==> src/rtl/irq_pkg.sv <==
// Shared definitions for the interrupt controller: register window map, mode encoding, id width.
package irq_pkg;

    localparam int unsigned REG_W    = 32;
    localparam int unsigned ADDR_W   = 3;
    localparam int unsigned IRQ_ID_W = 5;

    localparam logic [ADDR_W-1:0] IRQ_PENDING = 3'd0;
    localparam logic [ADDR_W-1:0] IRQ_ENABLE  = 3'd1;
    localparam logic [ADDR_W-1:0] IRQ_MODE    = 3'd2;
    localparam logic [ADDR_W-1:0] IRQ_FORCE   = 3'd3;
    localparam logic [ADDR_W-1:0] IRQ_CLAIM   = 3'd4;

    localparam logic MODE_EDGE  = 1'b1;
    localparam logic MODE_LEVEL = 1'b0;

    typedef struct packed {
        logic              wen;
        logic              ren;
        logic [ADDR_W-1:0] addr;
        logic [REG_W-1:0]  wdata;
    } reg_req_t;

endpackage

==> src/rtl/irq_sync_edge.sv <==
// Per-source synchroniser with a delayed copy for rising-edge detection.
module irq_sync_edge #(
    parameter int unsigned SYNC_STAGES = 2
) (
    input  logic clk,
    input  logic rst_n,
    input  logic src,
    output logic level,
    output logic rise_c
);

    logic [SYNC_STAGES-1:0] chain;
    logic                   level_d;

    always_ff @(posedge clk or negedge rst_n) begin
        if (!rst_n) begin
            chain   <= '0;
            level_d <= 1'b0;
        end else begin
            chain[0] <= src;
            for (int i = 1; i < SYNC_STAGES; i++) begin
                chain[i] <= chain[i-1];
            end
            level_d <= chain[SYNC_STAGES-1];
        end
    end

    assign level  = chain[SYNC_STAGES-1];
    assign rise_c = level & ~level_d;

endmodule

==> src/rtl/irq_controller.sv <==
// Interrupt controller: per-source sync/edge detect, pending latches, mask, fixed
// priority (low index wins), claim handshake and a small register window.
module irq_controller
    import irq_pkg::*;
#(
    parameter int unsigned       NUM_SRC      = 16,
    parameter int unsigned       SYNC_STAGES  = 2,
    parameter logic [NUM_SRC-1:0] ENABLE_RESET = '0,
    parameter logic [NUM_SRC-1:0] MODE_RESET   = '1
) (
    input  logic                clk,
    input  logic                rst_n,
    input  logic [NUM_SRC-1:0]  src_in,
    input  logic                reg_wen,
    input  logic                reg_ren,
    input  logic [ADDR_W-1:0]   reg_addr,
    input  logic [REG_W-1:0]    reg_wdata,
    output logic [REG_W-1:0]    reg_rdata,
    output logic                irq_out,
    output logic [IRQ_ID_W-1:0] irq_id
);

    reg_req_t             req_c;
    logic [NUM_SRC-1:0]   level;
    logic [NUM_SRC-1:0]   rise_c;
    logic [NUM_SRC-1:0]   pending_q;
    logic [NUM_SRC-1:0]   enable_q;
    logic [NUM_SRC-1:0]   mode_q;
    logic [NUM_SRC-1:0]   w1c_c;
    logic [NUM_SRC-1:0]   force_c;
    logic [NUM_SRC-1:0]   claim_clr_c;
    logic [NUM_SRC-1:0]   active_c;
    logic [NUM_SRC-1:0]   pending_n_c;
    logic [IRQ_ID_W-1:0]  id_c;
    logic                 any_c;
    logic                 claim_c;
    logic [REG_W-1:0]     rdata_c;
    logic                 unused_wdata;

    assign req_c = '{wen: reg_wen, ren: reg_ren, addr: reg_addr, wdata: reg_wdata};
    // Only the low NUM_SRC bits of a write carry meaning.
    assign unused_wdata = ^req_c.wdata;

    for (genvar g = 0; g < NUM_SRC; g++) begin : g_src
        irq_sync_edge #(.SYNC_STAGES(SYNC_STAGES)) u_sync (
            .clk    (clk),
            .rst_n  (rst_n),
            .src    (src_in[g]),
            .level  (level[g]),
            .rise_c (rise_c[g])
        );
    end

    // Write strobes that act on pending this cycle.
    always_comb begin
        w1c_c   = '0;
        force_c = '0;
        if (req_c.wen && req_c.addr == IRQ_PENDING) w1c_c   = req_c.wdata[NUM_SRC-1:0];
        if (req_c.wen && req_c.addr == IRQ_FORCE)   force_c = req_c.wdata[NUM_SRC-1:0];
    end

    // Priority encoder, lowest active index wins.
    always_comb begin
        active_c = pending_q & enable_q;
        any_c    = |active_c;
        id_c     = '0;
        for (int i = NUM_SRC - 1; i >= 0; i--) begin
            if (active_c[i]) id_c = IRQ_ID_W'(i);
        end
    end

    // Claim clears the winning source only when it is edge-triggered; set beats clear.
    always_comb begin
        claim_c     = req_c.ren && (req_c.addr == IRQ_CLAIM) && any_c;
        claim_clr_c = '0;
        pending_n_c = '0;
        for (int i = 0; i < NUM_SRC; i++) begin
            claim_clr_c[i] = claim_c && (id_c == IRQ_ID_W'(i)) && (mode_q[i] == MODE_EDGE);
            if (mode_q[i] == MODE_LEVEL) begin
                pending_n_c[i] = level[i] | force_c[i];
            end else begin
                pending_n_c[i] = rise_c[i] | force_c[i]
                               | (pending_q[i] & ~(w1c_c[i] | claim_clr_c[i]));
            end
        end
    end

    always_comb begin
        rdata_c = '0;
        if (req_c.ren) begin
            case (req_c.addr)
                IRQ_PENDING: rdata_c = REG_W'(pending_q);
                IRQ_ENABLE:  rdata_c = REG_W'(enable_q);
                IRQ_MODE:    rdata_c = REG_W'(mode_q);
                IRQ_CLAIM:   rdata_c = {any_c, {(REG_W - 1 - IRQ_ID_W){1'b0}}, id_c};
                default:     rdata_c = '0;
            endcase
        end
    end

    always_ff @(posedge clk or negedge rst_n) begin
        if (!rst_n) begin
            pending_q <= '0;
            enable_q  <= ENABLE_RESET;
            mode_q    <= MODE_RESET;
            irq_out   <= 1'b0;
            irq_id    <= '0;
            reg_rdata <= '0;
        end else begin
            pending_q <= pending_n_c;
            if (req_c.wen && req_c.addr == IRQ_ENABLE) enable_q <= req_c.wdata[NUM_SRC-1:0];
            if (req_c.wen && req_c.addr == IRQ_MODE)   mode_q   <= req_c.wdata[NUM_SRC-1:0];
            irq_out   <= any_c;
            if (any_c) irq_id <= id_c;
            reg_rdata <= rdata_c;
        end
    end

endmodule

==> config.mk <==
export PLATFORM = sky130hd
export DESIGN_NAME = irq_controller
export DESIGN_NICKNAME = d
export VERILOG_FILES = /design/src/rtl/irq_pkg.sv /design/src/rtl/irq_sync_edge.sv /design/src/rtl/irq_controller.sv
export SDC_FILE = /design/constraint.sdc
export NUM_CORES = 1
export LEC_CHECK = 0
export CORE_MARGIN = 2
export CORE_UTILIZATION = 41
export CTS_CLUSTER_SIZE = 25
export DETAILED_ROUTE_END_ITERATION = 8
export GPL_ROUTABILITY_DRIVEN = 0
export GPL_TIMING_DRIVEN = 0
export PLACE_DENSITY = 0.67
export SLEW_MARGIN = 10
export SYNTH_ARGS = -nofsm -noshare
export SYNTH_HDL_FRONTEND = slang
export SYNTH_HIERARCHICAL = 1
export SYNTH_SLANG_ARGS = --single-unit
==> constraint.sdc <==
create_clock -name clk -period 1.8 [get_ports clk]
set_input_delay 0.27 -clock clk [delete_from_list [all_inputs] [get_ports clk]]
set_output_delay 0.27 -clock clk [all_outputs]
set_load 0.1 [all_outputs]
## After elaboration in Yosys (flattened, before gate mapping)

Index checks and enable logic that the tools add are counted.

| cells by class | value |
|---|---|
| equal/unequal tests | 19 |
| mux-type cells | 36 |
| bitwise gates (word level) | 129 |
| reduce and logical (&&, ||, !) cells | 41 |

Operators with widths:

| cell | number |
|---|---|
| one-hot mux 32 bit (4 select lines) | 1 |
| two-way mux 4 bit | 16 |
| OR 1 bit | 64 |
| == test 5 x 4 -> 1 bit (second input constant) | 8 |
| logical AND 1 bit | 38 |
| bitwise AND 1 bit | 32 |
| two-way mux 16 bit | 2 |
| two-way mux 32 bit | 1 |
| NOT 1 bit | 32 |
| == test 5 x 3 -> 1 bit (second input constant) | 4 |
| bitwise AND 16 bit | 1 |
| two-way mux 1 bit | 16 |
| OR reduction 16 bit | 1 |
| == test 5 x 2 -> 1 bit (second input constant) | 2 |
| == test 3 x 2 -> 1 bit (second input constant) | 2 |
| == test 5 x 1 -> 1 bit (second input constant) | 1 |
| zero test 5 bit | 1 |
| == test 3 x 1 -> 1 bit (second input constant) | 1 |
| == test 3 bit (second input constant) | 1 |
| zero test 3 bit | 1 |

| storage, ports and cells | value |
|---|---|
| bits in registers | 134 |
| input port bits | 55 |
| output and inout bits | 38 |
| word-level logic and storage cells | 263 |

## Depth between registers and ports, before layout

Gate-level depths: netlist (run 1).

| depth | value |
|---|---|
| depth in word-level cells | 25 |
| depth in mapped cells | 8 |
| gate-level depth less buffers | 6 |

## By module

The synthesis (run 1) kept the hierarchy.

By module, submodules not included:

| module | instances | cells each | area each (um2) | sequential area each (um2) |
|---|---|---|---|---|
| irq_controller | 1 | 391 | 3888.7 | 1771.7 |
| irq_sync_edge | 16 | 4 | 88.8 | 75.1 |

## Least setup slack after synthesis (run 1)

OpenSTA, ideal clock, no wires.

| timing path | value |
|---|---|
| kind | reg2reg |
| from | reg pending_q[10] |
| to | reg pending_q[14] |
| library setup time | 0.123 ns |
| arrival | 1.670 ns |
| required time | 1.677 ns |
| setup slack | 0.006 ns |
| cell stages (with the launch flop) | 7 |
| path buffers | 0 |
| clock period less this slack | 1.794 ns |
| cells stage by stage | dfrtp_1 a22o_4 nor2b_4 nand2b_1 or4_4 nor4b_2 o21ai_1 |

| between the ends | value |
|---|---|
| longest elaborated chain between the ends | 20 |
| elaborated cells on any way between the ends | 22 |
| those cells by class | 1 x eq/ne; 12 x mux; 5 x bitwise; 4 x reduce/logical |

Ends and longest elaborated chain:

| what | line | source |
|---|---|---|
| from (decl) | irq_controller.sv:26 | `logic [NUM_SRC-1:0] pending_q;` |
| from (signal assigned) | irq_controller.sv:110 | `pending_q <= pending_n_c;` |
| bitwise AND 16 bit * | irq_controller.sv:64 | `active_c = pending_q & enable_q;` |
| two-way mux 4 bit (11 in a row) | irq_controller.sv:68 | `if (active_c[i]) id_c = IRQ_ID_W'(i);` |
| == test 5 x 4 -> 1 bit | irq_controller.sv:78 | `claim_clr_c[i] = claim_c && (id_c == IRQ_ID_W'(i)) && (mode_q[i] == MODE_EDGE);` |
| logical AND 1 bit * (2 in a row) | irq_controller.sv:78 |  |
| OR 1 bit * | irq_controller.sv:83 | `\| (pending_q[i] & ~(w1c_c[i] \| claim_clr_c[i]));` |
| NOT 1 bit * | irq_controller.sv:83 |  |
| bitwise AND 1 bit * | irq_controller.sv:83 |  |
| OR 1 bit * | irq_controller.sv:83 |  |
| two-way mux 1 bit * | irq_controller.sv:79 | `if (mode_q[i] == MODE_LEVEL) begin` |
| net pending_n_c[14] | irq_controller.sv:33 | `logic [NUM_SRC-1:0] pending_n_c;` |

The timed path passes the listed nets; every way through them passes the cells marked *.
A chain may end at the register's enable or synchronous reset.

## Final worst setup path (run 1)

| timing path | value |
|---|---|
| from | reg pending_q[11] |
| to | reg pending_q[14] |

| between the ends | value |
|---|---|
| longest elaborated chain between the ends | 21 |
| elaborated cells on any way between the ends | 23 |
| those cells by class | 1 x eq/ne; 13 x mux; 5 x bitwise; 4 x reduce/logical |

Ends and longest elaborated chain:

| what | line |
|---|---|
| bitwise AND 16 bit * | irq_controller.sv:64 |
| two-way mux 4 bit (12 in a row) | irq_controller.sv:68 |
| == test 5 x 4 -> 1 bit | irq_controller.sv:78 |
| logical AND 1 bit * (2 in a row) | irq_controller.sv:78 |
| OR 1 bit * | irq_controller.sv:83 |
| NOT 1 bit * | irq_controller.sv:83 |
| bitwise AND 1 bit * | irq_controller.sv:83 |
| OR 1 bit * | irq_controller.sv:83 |
| two-way mux 1 bit * | irq_controller.sv:79 |
| net pending_n_c[14] | irq_controller.sv:33 |

Marked as above.

==> run_results.csv, run 1 <==
group,metric,value,unit
clock_tree,cts_tree,"done",
critical_path,cp-end-kind,"flop",
timing,slew_headroom,63.4,%
clock_tree,cts_root_buf,"clkbuf_16",
final_layout,n_fill_cell,989,
power_and_ir_drop,total_power,10.1,mW
clock_tree,cts.htree.levels,4,
floorplan,core,12600,µm²
synth,syn_area,5310,µm²
global_routing,grt_usage,19.3,%
global_routing,grt-ovfl-total,0,
critical_path,crit_fanout,5,
floorplan,die_w,118,µm
synth,postSynthCellCount,455,
final_layout,final_cells,776,
place,place_ws,-0.898,ns
global_routing,grt_max_degree,74,
timing,fmax,0.513,GHz
global_routing,grt_pass1_vias,4026,
synth,postSynthAreaPerCell,11.7,µm²
place,postPlaceCellArea,6200,µm²
routing,drtAntennaViolNets,0,
timing,slew_violations,0,
routing,drtIter0Drc,287,
floorplan,pin_count,93,
synth,synth.most_common_cell,"dfrtp_1",
timing,fin_crit_sh,108,%
synth,netlist.area_leader.share,48.1,%
final_layout,fin_area,7450,µm²
place,place_inst,702,
clock_tree,clk_pin_slew,0.05,ns
floorplan,rows,41,
synth,synth_edf_count,0,
critical_path,crit_type,"flop to flop",
timing,worst_slack,-0.151,ns
synth,ys_types,56,
synth,yosysTopAreaCell,"dfrtp_1",
synth,yosys-top-cells-count,"dfrtp_1, nand2_1, nor2_1",
synth,synthFlopType,"dfrtp_1",
clock_tree,cts_sinks,118,
min_path,hp-class,"input port to flop",
power_and_ir_drop,power.leakage,3.19,nW
timing,fin_skew,0.00686,ns
min_path,hp-start,"src_in[9]",
routing,drt-wirelength-per-cell,17.3,µm
synth,netlist_top_cells_area,"dfrtp_1, dfstp_2, mux2_2",
critical_path,reg2regPathDepth,6,
clock_tree,numCtsBuffers,17,
synth,yosysWarnings,6,
timing,worstMarginPinSlew,0.551,ns
routing,avgViaCountPerCell,5.20,
floorplan,dieArea,13900,µm²
routing,drc_errors,0,
final_layout,final_nets,646,
final_layout,drive_above_1_share,39.7,%
synth,synth_seq_cells,118,
timing,rsz0062_at_grt,"yes",
routing,vias,4033,
floorplan,initial_core_util,42.1,%
routing,dr.pass1.iters,5,
routing,routed_wl,13.4,mm
critical_path,worst_setup_path_start_kind,"flop",
timing,hold_viol,0,
min_path,hold_depth,1,
synth,ys_seq_area_share,56.0,%
clock_tree,insertion_delay,0.42,ns
synth,ys_async_sr_fraction,100,%
critical_path,ff2ff_setup_slack,-0.15,ns
final_layout,area_growth,40.3,%
power_and_ir_drop,worst_ir_drop_vdd,0.000742,V
job,maxCapViolations,0,
global_routing,grt_pass1_wl,20.6,mm
power_and_ir_drop,power_density,1350,nW/µm²
place,dp_hpwl,8.36,mm
timing,min_period,1.95,ns
clock_tree,cts_buffer_depth,2,
outcome,violations,"setup timing",
critical_path,cp.required,2.10,ns
critical_path,rr_startpoint,"pending_q[11]",
global_routing,antenna_found_initial,0,
outcome,status,"finished with violations",
timing,setup_viol,16,
place,port-buffer-count,59,
floorplan,die_h,118,µm
critical_path,r2r_end,"pending_q[14]",
min_path,min_to,"g_src[9].u_sync/chain[0]",
critical_path,cp_data_arrival_time,2.25,ns
final_layout,insertedDiodeCount,0,
layer usage:
layer / wire [µm] / share of wire [%] / up-vias / global-route usage (%)
met3: 1000 / 7.5 / 34 / 8.04
met2: 6340 / 47 / 155 / 30.0
met5: 0 / 0 / - / 0
met1: 5660 / 42 / 1990 / 23.6
li1: - / - / 1854 / -
met4: 394 / 2.9 / 0 / 8.43
how the worst max path moves through the flow:
stage / startpoint / end / slack, ns / cells after the start
2_1_floorplan: pending_q[10] / pending_q[14] / 0.006 / 6
3_3_place_gp: rst_n / g_src[0].u_sync/chain[1] / -4.01 / 1
3_5_place_dp: reg_addr[0] / pending_q[3] / -0.90 / 7
4_1_cts: pending_q[11] / pending_q[14] / -0.15 / 6
5_1_grt: enable_q[5] / pending_q[14] / -0.21 / 6
6_report: pending_q[11] / pending_q[14] / -0.15 / 6
area by class of cell:
class | count | area, µm² | share of cell area [%]
Sequential cell | 118 | 2980 | 40.1
Buffer | 30 | 203 | 2.72
Tap cell | 172 | 215 | 2.89
Inverter | 1 | 3.75 | 0.0504
Clock inverter | 8 | 144 | 1.93
Timing Repair Buffer | 102 | 987 | 13.2
Multi-Input combinational cell | 321 | 2420 | 32.5
Clock buffer | 24 | 492 | 6.60
power breakdown:
part | leakage [nW] | switching, mW | internal, mW
clock | 0.314 | 1.15 | 2.46
combinational | 1.50 | 1.76 | 1.27
sequential | 1.38 | 0.373 | 3.08
total | 3.19 | 3.28 | 6.81
logic make-up (layout without fill, tap and decap cells):
family | after synthesis | after routing | synth area share, %
buffers and inverters | 31 | 165 | 3.56
AO/OA/AOI/OAI | 97 | 97 | 12.2
multiplexers | 48 | 48 | 9.80
flip-flops | 118 | 118 | 56.0
other | 1 | 16 | 0.0706
AND/OR/NAND/NOR | 160 | 160 | 18.4
critical path: stages, from the launching register on:
cell	delay [ns]
dfrtp_2	0.44
a22o_4	0.26
nor2b_4	0.11
nand2b_1	0.07
or4_4	0.59
nor4b_4	0.28
o21ai_1	0.08
stage by stage:
step / TNS [ns] / hold slack [ns] / util (%)
floorplan: 0 / -0.0256 / -
global placement: -485.02 / 0.332 / 48.9
detailed placement: -37.21 / 0.227 / 49.1
CTS: -0.528 / 0.276 / 57.5
global route: -2.15 / 0.274 / 59.0
finish: -0.998 / 0.288 / 59.0
flip-flops by register name, summed over array words and instances (netlist names):
register	cells
g_src.u_sync/chain	32
reg_rdata	17
enable_q	16
g_src.u_sync/level_d	16
mode_q	16
pending_q	16
irq_id	4
irq_out	1
what timing repair did:
action / in CTS / in global routing
endpoints found under the hold margin: 41 / 0
setup buffers: 32 / 9
hold buffers: 1 / 0
gates resized for setup: 101 / 35
pin swaps: 21 / 19
setup endpoints to repair: 71 / 36
cells in the final DEF, fill, tap and decap left out, drive strengths merged, types with 2 or more instances in the layout:
cell type	n
a22oi	6
nor3	6
buf	65
nor4bb	2
nor2	43
conb	16
a21oi	30
nand3	3
nor4	3
mux2	32
dfrtp	102
mux2i	16
o22ai	8
clkdlybuf4s15	22
bufinv	4
a22o	5
nor3b	3
nand2	48
or4	2
clkbuf	32
clkinv	4
o21ai	23
nor2b	20
nor4b	5
a21o	2
nand2b	11
a32o	3
a31oi	4
dfstp	16
nand3b	5
a21boi	7
clkdlybuf4s50	36
and2	5
Note: power is estimated with default switching activity, not from simulation.
==> inputs of run 2 (changes only) <==
Settings changed: PLACE_DENSITY 0.67 to default.
Clock period 1.8 ns to 2.1 ns, I/O delays scaled along.
==> run_results.csv, run 2 (same netlist as run 1, synthesis figures left out) <==
group,metric,value,unit
outcome,status,"completed",
final_layout,utilization,54.8,%
clock_tree,cts_buffer_depth,2,
global_routing,grt_pass1_vias,3847,
final_layout,largest_reg_flops,32,
place,port-buffer-count,59,
critical_path,crit_fanout,10,
clock_tree,clk_pin_slew,0.05,ns
timing,hold_viol,0,
power_and_ir_drop,sw_frac_of_total,32.1,%
routing,top_layer,"met4",
critical_path,cp.required,2.39,ns
critical_path,cp-end-kind,"flop",
final_layout,drive_above_1_share,27.0,%
clock_tree,cts_root_buf,"clkbuf_16",
global_routing,grt_max_degree,78,
routing,dr.pass1.iters,5,
global_routing,grt_pass1_wl,20.4,mm
routing,drc_errors,0,
routing,vias,3827,
critical_path,rr_startpoint,"pending_q[0]",
timing,min_period,2.10,ns
power_and_ir_drop,power_density,1150,nW/µm²
floorplan,die_h,118,µm
clock_tree,cts_sinks,118,
min_path,min_to,"g_src[14].u_sync/chain[0]",
routing,avgViaCountPerCell,5.16,
final_layout,top_register,"g_src.u_sync/chain",
global_routing,grt-ovfl-total,0,
critical_path,cp_data_arrival_time,2.39,ns
power_and_ir_drop,p_comb_share,24.9,%
floorplan,pin_count,93,
critical_path,crit_type,"input port to flop",
clock_tree,cts_tree,"done",
clock_tree,insertion_delay,0.41,ns
clock_tree,cts.htree.levels,4,
routing,drtIter0Drc,291,
final_layout,multi_input_area,2260,µm²
critical_path,ff2ff_setup_slack,0.09,ns
timing,fin_skew,0.00472,ns
power_and_ir_drop,power.leakage,3.06,nW
power_and_ir_drop,p_sw,2.55,mW
critical_path,worst_setup_path_start_kind,"input port",
timing,setup_viol,0,
routing,drtAntennaViolNets,0,
timing,holdWs,0.340,ns
routing,routed_wl,12.5,mm
final_layout,final_nets,612,
critical_path,r2r_end,"pending_q[12]",
power_and_ir_drop,power_frac_clock,37.8,%
routing,wl_met2,5.94,mm
final_layout,regArea,2970,µm²
power_and_ir_drop,worst_ir_drop_vdd,0.000620,V
min_path,hp-class,"input port to flop",
final_layout,n_fill_cell,1125,
floorplan,die_w,118,µm
final_layout,layout_commonest_cell,"dfrtp_1",
timing,worstMarginPinSlew,0.963,ns
final_layout,layout_common_cells,"dfrtp_1, nand2_1, nor2_1",
power_and_ir_drop,seqPwrFrac,37.3,%
final_layout,insertedDiodeCount,0,
place,dp_hpwl,8.42,mm
global_routing,antenna_found_initial,0,
clock_tree,numCtsBuffers,17,
timing,fmax,0.477,GHz
min_path,hold_depth,1,
critical_path,reg2regPathDepth,5,
floorplan,core,12600,µm²
floorplan,initial_core_util,42.1,%
routing,wirelength_met1,5.46,mm
global_routing,grt_usage,19.1,%
timing,slew_headroom,36.0,%
power_and_ir_drop,internal_power,5.39,mW
job,maxCapViolations,0,
routing,drt-wirelength-per-cell,16.8,µm
final_layout,largestRegisters,"g_src.u_sync/chain: 32 flops, reg_rdata: 17 flops",
routing,routed-wl-met3,872,µm
floorplan,dieArea,13900,µm²
timing,slew_violations,0,
final_layout,area_growth,30.2,%
timing,rsz0062_at_grt,"yes",
floorplan,rows,41,
min_path,hp-start,"src_in[14]",
timing,fin_crit_sh,99.9,%
run 2: critical path, stage by stage:
cell             delay [ns]
clkdlybuf4s50_1        0.47
nand2b_1               0.27
nor3b_2                0.55
buf_2                  0.40
mux2_2                 0.38
run 2: power groups by stage:
stage / sequential [mW] / combinational [mW] / clock (mW)
CTS: 2.95 / 1.89 / 3.07
global placement: 2.97 / 1.87 / 0
floorplan: 3.28 / 1.02 / 0
global route: 3.01 / 2.12 / 3.20
finish: 2.96 / 1.98 / 3.01
detailed placement: 2.99 / 1.90 / 0
run 2: how the worst max path moves through the flow:
stage                        from                       end  slack, ns  cells past startpoint
finish                reg_addr[2]              enable_q[10]      0.003                      5
global route          reg_addr[0]             pending_q[14]      -0.03                      6
CTS                 pending_q[11]              reg_rdata[0]      -0.05                      6
detailed placement    reg_addr[0]              pending_q[3]      -0.65                      7
global placement            rst_n  g_src[1].u_sync/chain[0]      -3.78                      1
floorplan           pending_q[10]             pending_q[14]       0.31                      6
run 2: final cells by class:
type                       count  area share (%)
sequential                   118            43.0
multi-input combinational    321            32.7
timing repair buffer          68            9.47
clock buffer                  23            6.77
tap                          172            3.11
buffer                        30            2.73
clock inverter                 9            2.15
inverter                       1          0.0543
run 2: per-layer routing:
metal	GRT usage [%]	up-vias
li1	-	1788
met2	30.1	131
met3	6.20	15
met5	0	-
met4	7.23	0
met1	24.6	1893
run 2: through the flow:
stage	total power, mW	instances	setup slack, ns	instance area [µm²]	TNS, ns
after floorplan	4.30	470	0.306	5370	0
after global placement	4.84	701	-3.78	6170	-442.65
after detailed placement	4.89	702	-0.646	6200	-20.12
after CTS	7.91	735	-0.0476	6820	-0.0476
after global routing	8.32	742	-0.0304	6910	-0.0625
final	7.95	742	0.00289	6910	0
run 2: timing repair:
item / CTS / global route
buffers inserted: 0 / 7
hold buffers: 1 / 0
pin swaps: 1 / 4
setup endpoints to repair: 46 / 38
endpoints found under the hold margin: 37 / 0
resized for setup: 28 / 11
==> inputs of run 3 (changes only) <==
Settings changed: CORE_MARGIN 2 to default, PLACE_DENSITY from default to 0.65, SLEW_MARGIN 10 to 30, SYNTH_HIERARCHICAL 1 to default.
==> run_results.csv, run 3 <==
group,metric,value,unit
routing,drc_errors,0,
routing,avgViaCountPerCell,5.27,
clock_tree,cts_setup_buffers,0,
synth,yosysTopAreaCell,"dfrtp_1",
global_routing,grt_max_degree,77,
final_layout,largestRegisters,"g_src.u_sync.chain: 32 flops, reg_rdata: 17 flops",
timing,slew_violations,0,
timing,hold_viol,0,
clock_tree,cts_tree,"done",
synth,synth.most_common_cell,"dfrtp_1",
timing,fmax,0.510,GHz
critical_path,cp.required,2.39,ns
floorplan,pin_count,93,
final_layout,insertedDiodeCount,0,
outcome,status,"completed",
global_routing,grt_pass1_vias,3551,
timing,min_period,1.96,ns
timing,worst_slack,0.139,ns
global_routing,antenna_found_initial,0,
final_layout,layout_common_cells,"dfrtp_1, nand2_1, nor2_1",
global_routing,grt_usage,19.5,%
routing,drtIter0Drc,247,
synth,synth_seq_cells,118,
synth,ys_seq_area_share,59.1,%
power_and_ir_drop,worst_ir_drop_vdd,0.000488,V
synth,ys_async_sr_fraction,100,%
critical_path,worst_setup_path_start_kind,"flop",
timing,fin_crit_sh,93.4,%
clock_tree,clk_pin_slew,0.05,ns
synth,postSynthCellCount,414,
routing,vias,3518,
routing,drtAntennaViolNets,0,
clock_tree,cts_buffer_depth,2,
final_layout,top_register,"g_src.u_sync.chain",
place,port-buffer-count,58,
routing,routed_wl,11.2,mm
synth,netlist_top_cells_area,"dfrtp_1, dfstp_2, mux2_2",
job,maxCapViolations,0,
final_layout,largest_reg_flops,32,
power_and_ir_drop,power_density,1230,nW/µm²
routing,top_layer,"met4",
final_layout,utilization,54.3,%
synth,netlist.area_leader.share,50.8,%
timing,rsz0062_at_grt,"no",
routing,wirelength_met1,4.87,mm
critical_path,crit_fanout,6,
floorplan,dieArea,12700,µm²
clock_tree,cts.htree.levels,4,
power_and_ir_drop,power.leakage,2.94,nW
global_routing,grt_pass1_wl,18.8,mm
timing,tns,0,ns
floorplan,die_h,113,µm
place,dp_hpwl,7.83,mm
routing,dr.pass1.iters,6,
critical_path,cp-end-kind,"flop",
routing,wl_met2,5.34,mm
routing,drt-wirelength-per-cell,16.7,µm
floorplan,core,12000,µm²
routing,routed-wl-met3,754,µm
synth,ys_types,50,
synth,yosys-top-cells-count,"dfrtp_1, nand2_1, nor2_1",
critical_path,crit_type,"flop to flop",
synth,postSynthAreaPerCell,12.1,µm²
floorplan,initial_core_util,42.0,%
clock_tree,cts_sinks,118,
final_layout,fin_area,6500,µm²
final_layout,layout_commonest_cell,"dfrtp_1",
critical_path,cp_data_arrival_time,2.25,ns
timing,worstMarginPinSlew,0.961,ns
min_path,hp-class,"input port to flop",
global_routing,grt-ovfl-total,0,
final_layout,area_growth,29.3,%
final_layout,drive_above_1_share,23.8,%
synth,yosysWarnings,0,
timing,setup_viol,0,
clock_tree,insertion_delay,0.41,ns
floorplan,die_w,113,µm
timing,slew_headroom,36.2,%
clock_tree,numCtsBuffers,17,
synth,syn_area,5030,µm²
clock_tree,cts_root_buf,"clkbuf_16",
place,place_ws,-0.345,ns
final_layout,final_nets,563,
synth,synth_edf_count,0,
place,postPlaceCellArea,5880,µm²
timing,fin_skew,0.00871,ns
synth,synthFlopType,"dfrtp_1",
floorplan,rows,40,
-- run 3: logic make-up after synthesis --
family	after synthesis	synth area share, %
and+or+nand+nor	133	13.1
DFF	118	59.1
AOI/OAI and AO/OA	83	12.8
muxes	48	10.4
buffers and inverters	31	4.46
other	1	0.0746
-- run 3: final cells by class --
cell class                 instances  area [µm²]
buffer                            30         220
clock buffer                      24         502
clock inverter                     8         120
fill                            1039        5470
inverter                           1        3.75
multi-input combinational        280        1900
sequential                       118        2970
tap                              147         184
timing repair buffer              60         596
-- run 3: critical path: stages, from the launching register on --
cell	delay [ns]
dfrtp_1	0.41
a22oi_2	0.27
o211ai_1	0.13
o21bai_2	0.24
a21oi_2	0.37
a221oi_1	0.14
a221o_1	0.28
-- run 3: routing by layer --
| layer | vias to the layer above | GRT usage, % |
|---|---|---|
| met5 | - | 0 |
| met4 | 0 | 7.73 |
| met3 | 17 | 5.41 |
| met2 | 133 | 30.8 |
| met1 | 1726 | 25.6 |
| li1 | 1642 | - |
-- run 3: worst paths after layout --
check | cells after the start | startpoint | slack (ns) | end
max | 6 | pending_q[9] | 0.14 | pending_q[3]
min | 3 | reg_addr[2] | 0.24 | reg_rdata[2]
max reg2reg | 6 | pending_q[9] | 0.14 | pending_q[3]
min reg2reg | 0 | g_src[15].u_sync.chain[0] | 0.34 | g_src[15].u_sync.chain[1]
max in group asynchronous | 3 | rst_n | 1.01 | mode_q[3]
min in group asynchronous | 2 | rst_n | 0.39 | reg_rdata[10]
-- run 3: timing repair --
action,CTS,global route
hold buffers,1,0
setup endpoints to repair,22,13
gates resized for setup,22,3
endpoints found under the hold margin,37,0
-- run 3: where the power goes --
part | leakage (nW) | switching, mW | internal [mW]
registers | 1.39 | 0.351 | 2.67
clock network | 0.302 | 0.971 | 2.02
logic | 1.25 | 1.29 | 0.699
total | 2.94 | 2.61 | 5.38
-- run 3: through the flow --
step | hold WS (ns) | std cells | power [mW]
global placement | 0.332 | 634 | 5.00
floorplan | 0.0194 | 429 | 4.47
finish | 0.243 | 668 | 7.99
CTS | 0.222 | 668 | 8.05
global route | 0.250 | 668 | 8.37
detailed placement | 0.233 | 635 | 5.07
